## config.mk

```make
export PLATFORM = sky130hd
export DESIGN_NAME = coreriscv_axi4_grant_finish_unit
export DESIGN_NICKNAME = d
export VERILOG_FILES = /design/src/rtl/coreriscv_axi4_grant_finish_unit_pkg.sv /design/src/rtl/coreriscv_axi4_sync_fifo.sv /design/src/rtl/coreriscv_axi4_grant_finish_unit.sv
export SDC_FILE = /design/constraint.sdc
export NUM_CORES = 1
export LEC_CHECK = 0
export CAP_MARGIN = 20
export CORE_MARGIN = 2
export CORE_UTILIZATION = 47
export DETAILED_ROUTE_END_ITERATION = 12
export PLACE_DENSITY_LB_ADDON = 0.05
export SYNTH_ARGS = -nofsm -noshare
export SYNTH_HDL_FRONTEND = slang
export SYNTH_SLANG_ARGS = --single-unit
```

## constraint.sdc

```tcl
create_clock -name clk -period 9.7 [get_ports clk]
set_input_delay 1.455 -clock clk [delete_from_list [all_inputs] [get_ports clk]]
set_output_delay 1.455 -clock clk [all_outputs]
set_load 0.05 [all_outputs]
```

## src/rtl/coreriscv_axi4_grant_finish_unit_pkg.sv

```systemverilog
// Shared types and constants for the grant/finish unit: grant beat layout,
// finish message layout and grant-type decode helpers.
package coreriscv_axi4_grant_finish_unit_pkg;

  localparam int DATA_BEATS = 8;
  localparam int BEAT_W     = $clog2(DATA_BEATS);

  localparam logic [3:0] G_TYPE_DATA_BLOCK  = 4'h5;
  localparam logic [3:0] G_TYPE_VOL_ACK     = 4'h0;
  localparam logic [3:0] G_TYPE_CUSTOM_DATA = 4'h0;

  typedef struct packed {
    logic [BEAT_W-1:0] addr_beat;
    logic [1:0]        client_xact_id;
    logic              manager_xact_id;
    logic              is_builtin_type;
    logic [3:0]        g_type;
    logic [63:0]       data;
  } grant_t;

  localparam int GRANT_W = $bits(grant_t);

  // One grant FIFO entry: the grant fields plus last-beat tag and source index.
  typedef struct packed {
    grant_t bits;
    logic   last;
    logic   source;
  } gnt_beat_t;

  localparam int GNT_BEAT_W = $bits(gnt_beat_t);

  typedef struct packed {
    logic manager_xact_id;
    logic source;
  } fin_t;

  localparam int FIN_W = $bits(fin_t);

  function automatic logic has_data(input logic is_builtin, input logic [3:0] g_type);
    return is_builtin ? (g_type == G_TYPE_DATA_BLOCK) : (g_type == G_TYPE_CUSTOM_DATA);
  endfunction

  // Built-in voluntary acks are the only grants that never need a Finish.
  function automatic logic need_fin(input logic is_builtin, input logic [3:0] g_type);
    return !(is_builtin && (g_type == G_TYPE_VOL_ACK));
  endfunction

endpackage

```

## src/rtl/coreriscv_axi4_sync_fifo.sv

```systemverilog
// Single-clock FIFO with wrap-bit pointers; head is driven straight from storage.
// Enqueue is refused while full, even if the head dequeues in the same cycle.
module coreriscv_axi4_sync_fifo #(
  parameter int WIDTH = 8,
  parameter int DEPTH = 2
) (
  input  logic             clk,
  input  logic             reset_n,
  input  logic             enq_valid,
  output logic             enq_ready,
  input  logic [WIDTH-1:0] enq_data,
  output logic             deq_valid,
  input  logic             deq_ready,
  output logic [WIDTH-1:0] deq_data
);

  localparam int AW = $clog2(DEPTH);
  localparam int IW = (AW > 0) ? AW : 1;

  logic [DEPTH-1:0][WIDTH-1:0] mem;
  logic [AW:0]                 wptr, rptr;
  logic [IW-1:0]               widx, ridx;
  logic                        full, empty, enq_fire, deq_fire;

  generate
    if (AW == 0) begin : g_one
      assign widx = '0;
      assign ridx = '0;
    end else begin : g_many
      assign widx = wptr[AW-1:0];
      assign ridx = rptr[AW-1:0];
    end
  endgenerate

  assign empty     = (wptr == rptr);
  assign full      = ((wptr - rptr) == (AW+1)'(DEPTH));
  assign enq_ready = !full;
  assign deq_valid = !empty;
  assign deq_data  = mem[ridx];
  assign enq_fire  = enq_valid && !full;
  assign deq_fire  = deq_ready && !empty;

  always_ff @(posedge clk or negedge reset_n) begin
    if (!reset_n) begin
      wptr <= '0;
      rptr <= '0;
    end else begin
      if (enq_fire) wptr <= wptr + 1'b1;
      if (deq_fire) rptr <= rptr + 1'b1;
    end
  end

  always_ff @(posedge clk) begin
    if (enq_fire) mem[widx] <= enq_data;
  end

endmodule

```

## src/rtl/coreriscv_axi4_grant_finish_unit.sv

```systemverilog
// Buffers arbitrated grant beats toward the client, tags message ends, emits
// Finish messages toward the manager and flags out-of-order data beats.
module coreriscv_axi4_grant_finish_unit
  import coreriscv_axi4_grant_finish_unit_pkg::*;
#(
  parameter int GNT_DEPTH = 2,
  parameter int FIN_DEPTH = 2
) (
  input  logic              clk,
  input  logic              reset_n,
  output logic              io_in_ready,
  input  logic              io_in_valid,
  input  logic [BEAT_W-1:0] io_in_bits_addr_beat,
  input  logic [1:0]        io_in_bits_client_xact_id,
  input  logic              io_in_bits_manager_xact_id,
  input  logic              io_in_bits_is_builtin_type,
  input  logic [3:0]        io_in_bits_g_type,
  input  logic [63:0]       io_in_bits_data,
  input  logic              io_in_chosen,
  input  logic              io_out_ready,
  output logic              io_out_valid,
  output logic [BEAT_W-1:0] io_out_bits_addr_beat,
  output logic [1:0]        io_out_bits_client_xact_id,
  output logic              io_out_bits_manager_xact_id,
  output logic              io_out_bits_is_builtin_type,
  output logic [3:0]        io_out_bits_g_type,
  output logic [63:0]       io_out_bits_data,
  output logic              io_out_last,
  output logic              io_out_source,
  input  logic              io_fin_ready,
  output logic              io_fin_valid,
  output logic              io_fin_bits_manager_xact_id,
  output logic              io_fin_bits_source,
  output logic              io_err_beat
);

  localparam logic [BEAT_W-1:0] LAST_BEAT = BEAT_W'(DATA_BEATS - 1);

  logic [BEAT_W-1:0] cnt;
  logic              in_has_data, in_need_fin, in_last, in_fire, fin_enq;
  logic              gnt_enq_ready, fin_enq_ready;
  gnt_beat_t         gnt_in, gnt_out;
  fin_t              fin_in, fin_out;

  assign in_has_data = has_data(io_in_bits_is_builtin_type, io_in_bits_g_type);
  assign in_need_fin = need_fin(io_in_bits_is_builtin_type, io_in_bits_g_type);
  assign in_last     = !in_has_data || (cnt == LAST_BEAT);

  // A last beat waits for finish space so every completed grant gets its Finish.
  assign io_in_ready = gnt_enq_ready && !(in_last && in_need_fin && !fin_enq_ready);
  assign in_fire     = io_in_valid && io_in_ready;
  assign fin_enq     = in_fire && in_last && in_need_fin;

  always_comb begin
    gnt_in                      = '0;
    gnt_in.bits.addr_beat       = io_in_bits_addr_beat;
    gnt_in.bits.client_xact_id  = io_in_bits_client_xact_id;
    gnt_in.bits.manager_xact_id = io_in_bits_manager_xact_id;
    gnt_in.bits.is_builtin_type = io_in_bits_is_builtin_type;
    gnt_in.bits.g_type          = io_in_bits_g_type;
    gnt_in.bits.data            = io_in_bits_data;
    gnt_in.last                 = in_last;
    gnt_in.source               = io_in_chosen;
    fin_in                      = '0;
    fin_in.manager_xact_id      = io_in_bits_manager_xact_id;
    fin_in.source               = io_in_chosen;
  end

  // Beat counter and sticky order check; data is forwarded even on error.
  always_ff @(posedge clk or negedge reset_n) begin
    if (!reset_n) begin
      cnt         <= '0;
      io_err_beat <= 1'b0;
    end else if (in_fire && in_has_data) begin
      cnt <= cnt + 1'b1;
      if (io_in_bits_addr_beat != cnt) io_err_beat <= 1'b1;
    end
  end

  coreriscv_axi4_sync_fifo #(.WIDTH(GNT_BEAT_W), .DEPTH(GNT_DEPTH)) u_gnt_fifo (
    .clk       (clk),
    .reset_n   (reset_n),
    .enq_valid (in_fire),
    .enq_ready (gnt_enq_ready),
    .enq_data  (gnt_in),
    .deq_valid (io_out_valid),
    .deq_ready (io_out_ready),
    .deq_data  (gnt_out)
  );

  coreriscv_axi4_sync_fifo #(.WIDTH(FIN_W), .DEPTH(FIN_DEPTH)) u_fin_fifo (
    .clk       (clk),
    .reset_n   (reset_n),
    .enq_valid (fin_enq),
    .enq_ready (fin_enq_ready),
    .enq_data  (fin_in),
    .deq_valid (io_fin_valid),
    .deq_ready (io_fin_ready),
    .deq_data  (fin_out)
  );

  assign io_out_bits_addr_beat       = gnt_out.bits.addr_beat;
  assign io_out_bits_client_xact_id  = gnt_out.bits.client_xact_id;
  assign io_out_bits_manager_xact_id = gnt_out.bits.manager_xact_id;
  assign io_out_bits_is_builtin_type = gnt_out.bits.is_builtin_type;
  assign io_out_bits_g_type          = gnt_out.bits.g_type;
  assign io_out_bits_data            = gnt_out.bits.data;
  assign io_out_last                 = gnt_out.last;
  assign io_out_source               = gnt_out.source;
  assign io_fin_bits_manager_xact_id = fin_out.manager_xact_id;
  assign io_fin_bits_source          = fin_out.source;

endmodule

```

Word level (Yosys, flattened, before mapping). Cells that the tools add are included. W data, S select, Z words.

Reduce and logical (&&, ||, !) cells: 24. Magnitude comparators: 6. Eq/ne operators: 7. Add/subtract/negate cells: 7. Muxes and demuxes: 11.

Operator list (number): $mux W77 (3); $bwmux W154 (1); $demux W77 S1 (1); $logic_and A1 B1 Y1 (14); $add A2 B1 Y2 const B (4); $lt A1 B2 Y1 const B (4); $logic_not A1 Y1 (7); $mux W2 (3); $bwmux W4 (1); $eq A2 B2 Y1 (2); $eq A2 B2 Y1 const B (2); $eq A4 B3 Y1 const B (1); $logic_not A4 Y1 (1); $sub A2 B2 Y2 (2); $add A3 B1 Y3 const B (1); $eq A3 B3 Y1 const B (1); $ne A3 B3 Y1 (1); $demux W2 S1 (1); $ge A1 B1 Y1 const B (2); $reduce_and A2 Y1 (1); $logic_or A1 B1 Y1 (1); $mux W1 (1).

Word-level logic and storage cells: 65. Register bits: 170.

Depth between registers and ports, before layout. Gate-level depths: netlist of the first run.

Depth after elaboration: 12. Depth in mapped cells: 6. Mapped depth without buffers: 6.

Hierarchy. Synthesis of the first run repeated with hierarchy kept, for this count alone.

Cell total of the unflattened synthesis: 330. Area, all modules: 6527.5 µm².

Modules (own cells, without submodules): coreriscv_axi4_sync_fifo (u_gnt_fifo) (times used 1, cells each 269, area an instance 5806.8 µm²); coreriscv_axi4_sync_fifo (u_fin_fifo) (times used 1, cells each 32, area an instance 390.4 µm²); coreriscv_axi4_grant_finish_unit (times used 1, cells each 29, area an instance 330.3 µm²).

Least setup slack after synthesis of the first run. OpenSTA, ideal clock, no wires.

Path kind: input-to-reg. Start point: input port io_in_bits_g_type[1]. End point: register u_gnt_fifo.mem[0] (netlist name), enable pin. Buffers on the path: 0. Setup slack: 1.902 ns. Arrival time: 7.192 ns. Cell stages on the path: 4. Data required time: 9.093 ns. Cell sequence: nor2_2 > a211oi_2 > and2_1 > nor3_1.

Cells in the longest elaborated chain, start to end: 10.

RTL lines: from (decl) (RTL line coreriscv_axi4_grant_finish_unit.sv:17) `input logic [3:0] io_in_bits_g_type,`; $eq A4 B3 Y1 or $logic_not A4 Y1 (tied branches) (RTL line coreriscv_axi4_grant_finish_unit_pkg.sv:40, coreriscv_axi4_grant_finish_unit_pkg.sv:45); $mux W1 (RTL line coreriscv_axi4_grant_finish_unit_pkg.sv:40) `return is_builtin ? (g_type == G_TYPE_DATA_BLOCK) : (g_type == G_TYPE_CUSTOM_DATA);`; $logic_not A1 Y1 (RTL line coreriscv_axi4_grant_finish_unit.sv:47) `assign in_last = !in_has_data || (cnt == LAST_BEAT);`; $logic_or A1 B1 Y1 (RTL line coreriscv_axi4_grant_finish_unit.sv:47); $logic_and A1 B1 Y1 * (2 in series) (RTL line coreriscv_axi4_grant_finish_unit.sv:50) `assign io_in_ready = gnt_enq_ready && !(in_last && in_need_fin && !fin_enq_ready);`; $logic_not A1 Y1 * (RTL line coreriscv_axi4_grant_finish_unit.sv:50); $logic_and A1 B1 Y1 * (RTL line coreriscv_axi4_grant_finish_unit.sv:50); $logic_and A1 B1 Y1 * (RTL line coreriscv_axi4_grant_finish_unit.sv:51) `assign in_fire = io_in_valid && io_in_ready;`; $logic_and A1 B1 Y1 * (RTL line coreriscv_axi4_sync_fifo.sv:40) `assign enq_fire = enq_valid && !full;`; to (signal, indexed assignment) (RTL line coreriscv_axi4_sync_fifo.sv:54) `if (enq_fire) mem[widx] <= enq_data;`; to (decl) (RTL line coreriscv_axi4_sync_fifo.sv:20) `logic [DEPTH-1:0][WIDTH-1:0] mem;`.

Mark *: on every way between the ends. The rest lies on a longest branch, timed or not. A chain may end at the register's enable or synchronous reset.

Worst setup path in the final report of the first run.
Start point: input port io_in_bits_g_type[0]. End point: output port io_in_ready.

Cells in the longest elaborated chain, start to end: 8.

RTL lines: $eq A4 B3 Y1 or $logic_not A4 Y1 (tied branches) (RTL line coreriscv_axi4_grant_finish_unit_pkg.sv:40, coreriscv_axi4_grant_finish_unit_pkg.sv:45); $mux W1 (RTL line coreriscv_axi4_grant_finish_unit_pkg.sv:40); $logic_not A1 Y1 (RTL line coreriscv_axi4_grant_finish_unit.sv:47); $logic_or A1 B1 Y1 (RTL line coreriscv_axi4_grant_finish_unit.sv:47); $logic_and A1 B1 Y1 * (2 in series) (RTL line coreriscv_axi4_grant_finish_unit.sv:50); $logic_not A1 Y1 * (RTL line coreriscv_axi4_grant_finish_unit.sv:50); $logic_and A1 B1 Y1 * (RTL line coreriscv_axi4_grant_finish_unit.sv:50); to (decl) (RTL line coreriscv_axi4_grant_finish_unit.sv:11) `output logic io_in_ready,`.

Marks and branches as above.

==> results.md, run 1 <==
* Number of synthesized flops with an enable pin at between 150 and 200
* Cells after synthesis at 316
* Grt total ovfl at 0
* Critical Path AT at roughly 3.7 ns
* Number of nets with antenna violations after routing at 0
* Worst EP required at 8.25 ns
* Synth cell types at 36
* Largest cells by area after synthesis: edfxtp_1 (73%), mux2_2 (13%), dfrtp_1 (4.6%)
* Total wire length at ~12000 um
* CP endpoint kind: primary output
* Fmax at just under 0.2 GHz
* Routed length on met3 at around 880 um
* Family with the most delay on the worst path: buffers and inverters
* CP cell instances: clkdlybuf4s50_1 > nor3_2 > a211oi_2 > and2_1 > nor2_1 > clkdlybuf4s50_1
* Via density at 4.96
* Final hold violations at 0
* Gpl congestion at 0.774
* Clock transition at path regs at approximately 0.060 ns
* Uppermost layer routed: met4
* Worst-case clock buffer depth at 2
* Vias in the first global route at approximately 3600
* Slowest stage delay, CP at roughly 0.70 ns
* Register area share after synthesis at between 70% and 80%
* Root Buffer: clkbuf_16
* FFs w/ async S/R, synth at under 10%
* Vias at about 3400
* Met2 wire length at 5810 um
* Mapped Area at 6460 um2
* Count leader, synth: edfxtp_1
* Initial antenna violation count at 0
* First DRT Iteration DRCs at approximately 270
* Worst Setup SP: io_in_bits_g_type[0]
* Critical path buffers and inverters at 2
* Status: completed
* Final nets at roughly 580
* Top cells by count, synth: edfxtp_1 (158), mux2_2 (76), xnor2_1 (13)
* Mean routed wirelength per cell at 17.3 um
* Slew Limit Headroom at 50.3%
* CTS tree: done
* FP Rows at 42
* Cts bufs inserted at 17
* PostCTS Resize Cnt at 0
* Layout Utilization at about two thirds
* Largest fanout on the critical path at 9
* Core area at roughly 13000 um2
* Post-Route Skew at around 0.0070 ns
* Synth-to-Final Area Change at 38.2%
* Synth Area per Inst at around 20 um2
* H-tree depth at 4
* Ys Warns at 0
* Hold Crit Class: register to register
* Fillcell total at a little over 900
* Die Y at 121 um
* Clk_lat worst skew at 0.41 ns
* Slowest cell on crit path: clkdlybuf4s50_1
* Dominant cell type by area after synthesis: edfxtp_1
* Yosys reg bits at 170
* Mapped Nets at 399
* Initial core utilization at between 40% and 50%
* N_diodes at 0
* TritonRoute pass-1 iters at 4
* Most frequent CP cell: clkdlybuf4s50_1
* Setup TNS at 0 ns
* Fin crit share at 53.0%
* Nature of the critical path startpoint: primary input
* Largest net degree at the start of global routing at slightly above 80
* First-pass GRT wire length at between 15000 and 20000 um
* Critical setup path kind: primary input to primary output
* Synth Flop Type: edfxtp_1
* Final critical-path required period at around 5 ns
* Worst R2R Start: u_gnt_fifo.rptr[0]$_DFFE_PN0P_
* Max_cap viols at 0
* Worst-margin pin slew at 0.745 ns
* CTS sink count at 170
* Fraction of layout cells with a size suffix above 1 at between 20% and 30%
* Die Area at 14700 um2
* Post CTS Setup Buffer Count at 0
* Post-DP HPWL at between 7000 and 8000 um
* Max-slew violation count at 0
* Die width at approximately 120 um
* Area share of the largest cell type after synthesis at 73.4%
* DRC viols at 0
* Hold_buf cts at 0
* Unrepaired setup endpoints after global routing: false
* Final setup fails at 0
* DRT met1 WL at around 4900 um
* Hold path startpoint: io_err_beat$_DFFE_PN0P_
* Port Buffer Count at between 150 and 200
* Total GRT Usage at between 10% and 20%
* Num ports at 164
==> per-layer routing <==
layer	vias to the layer above	GRT usage, %
met1	1667	20.7
met2	110	26.8
met4	0	7.18
li1	1585	-
met3	13	4.93
met5	-	0
==> state kept, by name, summed over array words and instances (netlist names) <==
register / flops
u_gnt_fifo.mem: 154
u_gnt_fifo.wptr: 2
u_gnt_fifo.rptr: 2
io_err_beat: 1
u_fin_fifo.rptr: 2
u_fin_fifo.mem: 4
cnt: 3
u_fin_fifo.wptr: 2
==> cell type report <==
cell class                      instances  area, um2  area share [%]
Inverter                                2       7.51          0.0841
Sequential cell                       170       5050            56.5
Timing Repair Buffer                  168       1690            18.9
Clock inverter                          9        148            1.65
Tap cell                              176        220            2.47
Clock buffer                           22        444            4.97
Multi-Input combinational cell        134       1370            15.4
==> worst paths after layout <==
kind                                                   to  slack, ns  depth (start not counted)
hold reg to reg                   io_err_beat$_DFFE_PN0P_       0.46                          1
max in group asynchronous  u_gnt_fifo.rptr[0]$_DFFE_PN0P_       7.87                          1
hold / removal                    io_err_beat$_DFFE_PN0P_       0.46                          1
setup / recovery                              io_in_ready       4.56                          6
min in group asynchronous  u_gnt_fifo.wptr[0]$_DFFE_PN0P_       1.41                          1
setup reg to reg            u_gnt_fifo.mem[102]$_DFFE_PP_       6.87                          5
==> worst reg2reg max path: stages (launching register included) <==
cell and delay, ns:
dfrtp_4 0.75, buf_16 0.33, xor2_1 0.27, o21ai_2 0.20, a211oi_4 0.24, buf_4 0.63
==> cell usage in the layout (no fill, tap or decap), types with 2 or more instances in the layout <==
cell type / Yosys / final
a211oi_4: 1 / 2
buf_4: 1 / 4
bufinv_16: 0 / 4
clkbuf_1: 6 / 5
clkbuf_16: 0 / 17
clkdlybuf4s50_1: 0 / 163
clkinv_2: 0 / 3
dfrtp_1: 12 / 11
edfxtp_1: 158 / 158
ha_1: 2 / 2
inv_1: 2 / 2
mux2_1: 3 / 3
mux2_2: 76 / 76
mux2_4: 2 / 2
nand2_1: 4 / 4
nand3_1: 3 / 3
nor2_1: 4 / 4
nor3_1: 3 / 2
nor3_2: 1 / 2
xnor2_1: 13 / 13
xor2_1: 4 / 4
==> cells by family (layout without fill, tap and decap cells) <==
logic type               Yosys count  after routing  share of synthesized area, %
XOR/XNOR                          18             18                          2.56
buffers and inverters             12            201                         0.910
flip-flops                       170            170                          78.0
AO/OA/AOI/OAI                      9              9                          1.57
AND/OR/NAND/NOR                   24             24                          2.30
adder cells (fa/ha/maj)            2              2                         0.387
multiplexers                      81             81                          14.2
==> metrics by stage <==
step / setup WS, ns / hold WS, ns / std cells / instance area [um2]
final: 4.56 / 0.458 / 681 / 8930
after global routing: 4.47 / 0.484 / 681 / 8930
after CTS: 4.57 / 0.463 / 680 / 8900
after detailed placement: 4.58 / 0.449 / 649 / 8310
after global placement: 4.66 / 0.448 / 649 / 8310
after floorplan: 1.90 / 0.462 / 316 / 6460
Power of run 1 is left out: the tool's default activity adds up to more than one toggle a clock period on the data nets, which glitch-free logic cannot reach.
==> run 2: changes to the inputs <==
- clock period: 9.7 -> 5.3 ns (I/O delays scaled with it)
==> run 2 against run 1 <==
Compared with the run above: first-iteration DRC count fell by 15%; final cell count did not move; utilization shrank 0.67 points; routed wire length shrank 0.80%; clock skew is 0.0042 ns higher; die area unchanged; critical path type unchanged.
==> results.md, run 2 (synthesized netlist as in run 1, its figures left out) <==
* Status: completed
* Initial antenna violation count at 0 (unchanged)
* Fin crit share at between 70 and 80%
* Die Y at 121 um (unchanged)
* Vias at 3400 (+0.74%)
* Die width at 121 um (unchanged)
* Hold Crit Class: register to register
* Post-Route Skew at 0.0112 ns (+0.00419 ns)
* FP Rows at 42 (unchanged)
* Slowest stage delay, CP at 0.70 ns (about the same)
* CTS tree: done
* Path length in cells of the critical path at 6 (unchanged)
* Max-slew violation count at 0 (unchanged)
* Num ports at 164 (unchanged)
* CTS sink count at 170 (unchanged)
* Core area at 13300 um2 (unchanged)
* Fmax at ~0.26 GHz
* Hold path startpoint: io_err_beat$_DFFE_PN0P_
* Clk_lat worst skew at 0.42 ns (about the same)
* Worst-case reg-to-reg path depth at 4 (-1)
* Unrepaired setup endpoints after global routing: false
* Critical setup path kind: primary input to primary output
* Max reg flops at 154 (unchanged)
* Hold_buf cts at 0 (unchanged)
* Via density at 4.99 (+0.74%)
* Commonest cells after routing, fill and taps aside: clkdlybuf4s50_1 (163), edfxtp_1 (158), mux2_2 (76), clkbuf_16 (17), xnor2_1 (13)
* Port Buffer Count at 163 (unchanged)
* End of the worst register-to-register path: u_gnt_fifo.mem[120]$_DFFE_PP_
* First DRT Iteration DRCs at 227 (-15%)
* DRC viols at 0 (unchanged)
* Initial core utilization at 48.4% (unchanged)
* CP endpoint kind: primary output
* Critical Path AT at 3.06 ns (-0.63 ns)
* First-pass GRT wire length at 18100 um (+0.50%)
* Root Buffer: clkbuf_16
* Commonest non-fill, non-tap cell in the layout: clkdlybuf4s50_1
* Number of nets with antenna violations after routing at 0 (unchanged)
* Min Hold Slack at 0.461 ns (+0.00313 ns)
* Cts bufs inserted at 17 (unchanged)
* Most frequent CP cell: clkdlybuf4s50_1
* Final hold violations at 0 (unchanged)
* Mean routed wirelength per cell at 17.2 um (-0.80%)
* Biggest register: u_gnt_fifo.mem
* Critical path buffers and inverters at 2 (unchanged)
* Finished Layout Cells at 681 (unchanged)
* Slew Limit Headroom at 28.9% (-21 points)
* PostCTS Resize Cnt at 0 (unchanged)
* Worst-margin pin slew at 1.07 ns (+0.321 ns)
* N_diodes at 0 (unchanged)
* Fillcell total at 963 (+3.1%)
* Total wire length at 11700 um (-0.80%)
* Hold endpoint: io_err_beat$_DFFE_PN0P_
* Fraction of layout cells with a size suffix above 1 at 23.8% (unchanged)
* Largest net degree at the start of global routing at 78 (-4.9%)
* Final setup fails at 0 (unchanged)
* Max_cap viols at 0 (unchanged)
* Total GRT Usage at 16.5% (-0.048 points)
* Post-DP HPWL at 7440 um (-0.51%)
* Nature of the critical path startpoint: primary input
* Worst-case clock buffer depth at 2 (unchanged)
* Final nets at 576 (unchanged)
* Grt total ovfl at 0 (unchanged)
* WHS Path Cells at 1 (unchanged)
* Die Area at 14700 um2 (unchanged)
* Post CTS Setup Buffer Count at 0 (unchanged)
* Cells after DPL at 650 (+0.15%)
* Family with the most delay on the worst path: buffers and inverters
* Gpl congestion at 0.744 (-3.9%)
* Top flop regs: u_gnt_fifo.mem (154), u_fin_fifo.mem (4), cnt (3)
* Synth-to-Final Area Change at 36.8%
* Worst R2R Start: u_gnt_fifo.rptr[0]$_DFFE_PN0P_
* Setup TNS at 0 ns (unchanged)
* Worst reg2reg setup slack at 2.24 ns (-4.63 ns)
* Vias in the first global route at 3504 (-2.0%)
* H-tree depth at 4 (unchanged)
* Final critical-path required period at slightly below 4 ns
* Worst EP required at 4.51 ns (-3.74 ns)
* TritonRoute pass-1 iters at 4 (unchanged)
* CP cell instances: clkdlybuf4s50_1 > nor3_2 > a211oi_2 > and2_1 > nor2_1 > clkdlybuf4s50_1
* Largest fanout on the critical path at 9 (unchanged)
* Slowest cell on crit path: clkdlybuf4s50_1
* Clock transition at path regs at 0.06 ns (about the same)
run 2: cell count changes in the layout (fill, tap and decap cells not counted), moves of 3 or more:
cell       previous run  this run
clkinv_1              1         5
clkinv_2              3         6
bufinv_16             4         1
clkbuf_1              5         1
run 2: routing by layer:
metal / up-vias / global-route usage, % / share of wire (%)
met3: 20 / 5.40 / 6.5
met1: 1681 / 20.2 / 42
met4: 0 / 8.41 / 2.2
li1: 1590 / - / -
met2: 109 / 26.2 / 49
met5: - / 0 / 0
run 2: metrics by stage:
stage	worst slack, ns	instance area (um2)	utilization [%]
2_1_floorplan	0.404	6470	-
5_1_grt	1.33	8840	66.2
6_report	1.44	8840	66.2
3_3_place_gp	1.51	8320	62.4
3_5_place_dp	1.45	8320	62.4
4_1_cts	1.44	8840	66.2
run 2: worst register-to-register path, delay by kind of cell (launching register included):
family	cells	cell delay (ns)
buffers and inverters	1	0.48
AO/OA/AOI/OAI	2	0.94
XOR/XNOR	1	0.29
flip-flops	1	0.99
run 2: final cells by class:
class	instances	area, um2	share of cell area (%)
timing repair buffer	168	1670	18.9
sequential	170	5050	57.1
clock buffer	18	429	4.85
clock inverter	13	86.3	0.977
tap	176	220	2.49
inverter	2	7.51	0.0849
multi-input combinational	134	1380	15.6
run 2: worst max-delay path by stage:
stage,startpoint,endpoint,slack (ns)
final,io_in_bits_g_type[2],io_in_ready,1.44
after global routing,io_in_bits_g_type[0],io_in_ready,1.33
after CTS,io_in_bits_g_type[0],io_in_ready,1.44
after detailed placement,io_in_bits_g_type[0],io_in_ready,1.45
after global placement,io_in_bits_g_type[0],io_in_ready,1.51
after floorplan,cnt[0]$_DFFE_PN0P_,u_gnt_fifo.mem[100]$_DFFE_PP_,0.40
Power of run 2 is left out for the same reason.
